File: config.mk
export PLATFORM = sky130hd
export DESIGN_NAME = nibble_serial_add_ctrl
export DESIGN_NICKNAME = d
export VERILOG_FILES = /design/src/rtl/nibble_serial_add_ctrl.sv
export SDC_FILE = /design/constraint.sdc
export NUM_CORES = 1
export LEC_CHECK = 0
export ABC_AREA = 1
export CORE_ASPECT_RATIO = 1.5
export CORE_MARGIN = 10
export CORE_UTILIZATION = 45
export DETAILED_ROUTE_END_ITERATION = 6
export DONT_BUFFER_PORTS = 1
export RECOVER_POWER = 100
export SYNTH_ARGS = -nofsm -noshare
export SYNTH_HDL_FRONTEND = slang
export SYNTH_SLANG_ARGS = --single-unit
File: constraint.sdc
create_clock -name clk -period 2.9 [get_ports clk]
set_clock_uncertainty 0.05 [all_clocks]
set_input_delay 0.435 -clock clk [delete_from_list [all_inputs] [get_ports clk]]
set_output_delay 0.435 -clock clk [all_outputs]
set_load 0.1 [all_outputs]
File: src/rtl/nibble_serial_add_ctrl.sv
// rtl/nibble_serial_add_ctrl.sv - wide add/subtract sequenced through one shared 4-bit adder slice
module nibble_serial_add_ctrl #(
    parameter int NIBBLES = 4
) (
    input  logic                 clk,
    input  logic                 rst,
    input  logic                 start,
    input  logic                 op_sub,
    input  logic [4*NIBBLES-1:0] a,
    input  logic [4*NIBBLES-1:0] b,
    input  logic                 cin,
    output logic [3:0]           add_a,
    output logic [3:0]           add_b,
    output logic                 add_ci,
    input  logic [3:0]           add_s,
    input  logic                 add_co,
    output logic                 busy,
    output logic                 done,
    output logic [4*NIBBLES-1:0] sum,
    output logic                 cout,
    output logic                 ovf
);

    localparam int W     = 4 * NIBBLES;
    localparam int IDX_W = $clog2(NIBBLES);
    localparam logic [IDX_W-1:0] LAST_IDX = IDX_W'(NIBBLES - 1);

    typedef enum logic [1:0] {
        IDLE,
        RUN,
        DONE
    } state_t;

    state_t           state;
    state_t           state_nxt;
    logic [W-1:0]     a_reg;
    logic [W-1:0]     b_reg;
    logic             carry;
    logic [IDX_W-1:0] idx;
    logic             last;

    assign last = (idx == LAST_IDX);

    always_ff @(posedge clk or posedge rst) begin
        if (rst) begin
            state <= IDLE;
        end else begin
            state <= state_nxt;
        end
    end

    // The slice inputs are forced to zero outside RUN so the shared adder stays quiet.
    always_comb begin
        state_nxt = state;
        busy      = 1'b0;
        done      = 1'b0;
        add_a     = 4'h0;
        add_b     = 4'h0;
        add_ci    = 1'b0;
        case (state)
            IDLE: begin
                if (start) begin
                    state_nxt = RUN;
                end
            end
            RUN: begin
                busy   = 1'b1;
                add_a  = a_reg[{idx, 2'b00} +: 4];
                add_b  = b_reg[{idx, 2'b00} +: 4];
                add_ci = carry;
                if (last) begin
                    state_nxt = DONE;
                end
            end
            DONE: begin
                busy      = 1'b1;
                done      = 1'b1;
                state_nxt = IDLE;
            end
            default: begin
                state_nxt = IDLE;
            end
        endcase
    end

    // Subtraction is A + ~B + 1, so b_reg holds the already-inverted operand.
    always_ff @(posedge clk or posedge rst) begin
        if (rst) begin
            a_reg <= '0;
            b_reg <= '0;
            carry <= 1'b0;
            idx   <= '0;
            sum   <= '0;
            cout  <= 1'b0;
            ovf   <= 1'b0;
        end else begin
            case (state)
                IDLE: begin
                    if (start) begin
                        a_reg <= a;
                        b_reg <= op_sub ? ~b : b;
                        carry <= op_sub ? 1'b1 : cin;
                        idx   <= '0;
                        sum   <= '0;
                    end
                end
                RUN: begin
                    sum[{idx, 2'b00} +: 4] <= add_s;
                    carry                  <= add_co;
                    if (last) begin
                        idx  <= '0;
                        cout <= add_co;
                        // add_s[3] is the result MSB being written on this same edge.
                        ovf  <= (a_reg[W-1] == b_reg[W-1]) && (add_s[3] != a_reg[W-1]);
                    end else begin
                        idx <= idx + 1'b1;
                    end
                end
                default: begin
                end
            endcase
        end
    end

endmodule

==> metrics.csv <==
stage,metric,value,unit
timing,worst slew pin tran,1.17,ns
setup_path,Worst path max stage delay,0.69,ns
clock_tree,post_cts resized,0,
global_route,initial antenna violation count,0,
pwr,Net Sw Frac,55.0,%
timing,max-slew violations,0,
drt,drc violations,0,
pwr,power density cells,1250,nW/µm²
setup_path,critical path depth in cells,4,
drt,Pre-antenna DRT Iters,7,
timing,Final Critical Period,2.64,ns
timing,Final setup viols,0,
logic_synthesis,Syn Inst Count,389,
clock_tree,"Hold-fix buffers, CTS",1,
drt,DRT antenna net count,0,
placed_design,placed insts,462,
drt,WL per Instance,15.1,µm
global_route,number of global-route vias before repair,2461,
placed_design,post-DP HPWL,5320,µm
setup_path,critical path arrival,2.16,ns
timing,Worst slew margin,22.0,%
cells_and_area,post-route design area,3200,µm²
pwr,sw power,2.20,mW
clock_tree,CTS H-tree lvls,2,
clock_tree,Post-CTS Setup Inserts,0,
cells_and_area,most frequent cells in the layout,"nand2_1, dfrtp_1, inv_1, nor2_1, nand3_1",
setup_path,Setup Crit Path Kind,register to primary output,
worst_hold_path,worst hold stages,2,
pwr,Int Pwr,1.80,mW
setup_path,number of buffers and inverters on the critical path,2,
pwr,clock share of power,13.4,%
clock_tree,"Clk pin slew, worst setup/hold paths",0.10,ns
drt,number of vias per cell,5.03,
global_route,first-pass GRT wire length,11500,µm
timing,final hold viol count,0,
timing,RSZ-0062 raised after global routing,false,
setup_path,Worst R2R Setup Slack,0.57,ns
die,core area,6580,µm²
die,die area,10600,µm²
die,Die X,87.4,µm
setup_path,"slowest stage cell, crit path",dfrtp_1,
logic_synthesis,Mapped Area,3070,µm²
setup_path,worst-path fanout max,12,
die,Initial Utilization,46.7,%
logic_synthesis,syn nets,441,
worst_hold_path,hold_sp,a[9],
placed_design,Buffers on Ports,0,
setup_path,"Data required, critical path",2.41,ns
pwr,Max IR drop VDD,0.000639,V
die,Die Ht,121,µm
cells_and_area,fin cells,471,
setup_path,crit end category,primary output,
clock_tree,root buffer cell,clkbuf_8,
global_route,largest net degree at the start of global routing,39,
worst_hold_path,Worst Hold Class,primary input to register,
drt,final wirelength,7100,µm
global_route,GR Util All Layers,13.4,%
drt,total number of vias,2371,
run_status,outcome,"complete, no violations",
die,# IOs,71,
logic_synthesis,Cell variety after synth,22,
pwr,power share of the sequential group,36.7,%
cells_and_area,fin nets,446,
cells_and_area,share of cells above drive strength 1,8.61,%
setup_path,FF-to-FF Start,state[0],
timing,"Period Utilization, post-route",91.0,%
setup_path,worst r2r dst,sum[8],
cells_and_area,Antenna Cells,0,
pwr,Power Total,4.00,mW
placed_design,DP Area,3270,µm²
drt,1st-iter DRT viols,98,
logic_synthesis,sequential-to-total area share from yosys stat,44.8,%
clock_tree,Clock Latency Late Sink,0.31,ns
setup_path,worst path cell trace,"clkinv_1, nand3_1, a21oi_2, clkbuf_4",
timing,TNS Setup,0,ns
timing,fmax,0.379,GHz
cells_and_area,area delta synth->final,4.20,%
pwr,logic gate share of total power,50.0,%
clock_tree,CTS max path bufs,2,
clock_tree,Clock Sinks,55,
placed_design,RD Place Congestion,0.833,
worst_hold_path,WHS Endpoint,a_reg[9],
setup_path,Setup crit start kind,register,
global_route,global route overflow,0,
pwr,total leakage power,1.68,nW
die,Rows,36,
logic_synthesis,Yosys reg bits,55,
flow_run,max-cap violation count,0,
logic_synthesis,syn avg cell area,7.89,µm²
setup_path,"CP delay by family, top",buffers and inverters,
logic_synthesis,Ys Warns,0,
clock_tree,TritonCTS clock tree,done,
cells_and_area,Layout Utilization,48.6,%
setup_path,reg2reg path depth,7,
clock_tree,cts bufs inserted,5,
cells_and_area,"commonest non-fill, non-tap cell in the layout",nand2_1,
==> final cells by class <==
cell class / instances / area, µm²
clock buffer: 6 / 82.6
clock inverter: 2 / 35.0
fill: 692 / 3380
inverter: 53 / 199
multi-input combinational: 264 / 1320
sequential: 55 / 1380
tap: 76 / 95.1
timing repair buffer: 15 / 95.1
==> routing by layer <==
metal	track usage [%]	part of all wire (%)	vias to the layer above
met5	0	0	-
met2	23.7	52	63
met3	4.91	7.5	10
met4	4.30	1.6	0
met1	14.1	39	1101
li1	-	-	1197
==> synth_stat cells (all sizes together) <==
cell / n / area, µm²
nand2: 115 / 437
dfrtp: 55 / 1380
inv: 52 / 195
nor2: 38 / 143
nand3: 33 / 165
o21ai: 25 / 196
a21oi: 24 / 124
xnor2: 16 / 140
buf: 15 / 136
ha: 10 / 125
clkbuf: 2 / 7.51
or2: 2 / 12.5
clkinv: 1 / 3.75
nand3b: 1 / 7.51
==> power by group through the flow <==
stage / combinational [mW] / clock (mW) / sequential, mW
finish: 2.00 / 0.535 / 1.47
global route: 2.23 / 0.582 / 1.50
CTS: 2.34 / 0.545 / 1.47
detailed placement: 2.33 / 0 / 1.48
global placement: 2.31 / 0 / 1.48
floorplan: 1.82 / 0 / 1.43
==> worst reg2reg max path, stage by stage (launching register included) <==
cell	delay, ns
dfrtp_1	0.42
inv_1	0.11
ha_1	0.23
nand2_1	0.52
o21ai_2	0.50
nand2_1	0.24
nand2_1	0.10
nand2_1	0.06
==> cell families after synthesis <==
group                    Yosys count  synth area share (%)
AND/OR/NAND/NOR                  189                  24.9
buffers and inverters             70                  11.2
flip-flops                        55                  44.8
AO/OA/AOI/OAI                     49                  10.4
XOR/XNOR                          16                  4.57
adder cells (fa/ha/maj)           10                  4.08
==> stage by stage <==
stage	setup slack, ns	hold slack (ns)
floorplan	-0.0231	0.399
global route	0.148	0.217
finish	0.260	0.225
detailed placement	0.639	0.285
CTS	0.360	0.220
global placement	0.644	0.282
==> worst max path at each step <==
stage / start / end / slack, ns
floorplan: state[1] / add_a[0] / -0.02
CTS: idx[1] / add_b[0] / 0.36
detailed placement: idx[1] / sum[2] / 0.64
global route: idx[1] / add_a[1] / 0.15
finish: idx[1] / add_b[0] / 0.26
global placement: idx[1] / sum[1] / 0.64
No activity file was read; power rests on OpenSTA's default activity.
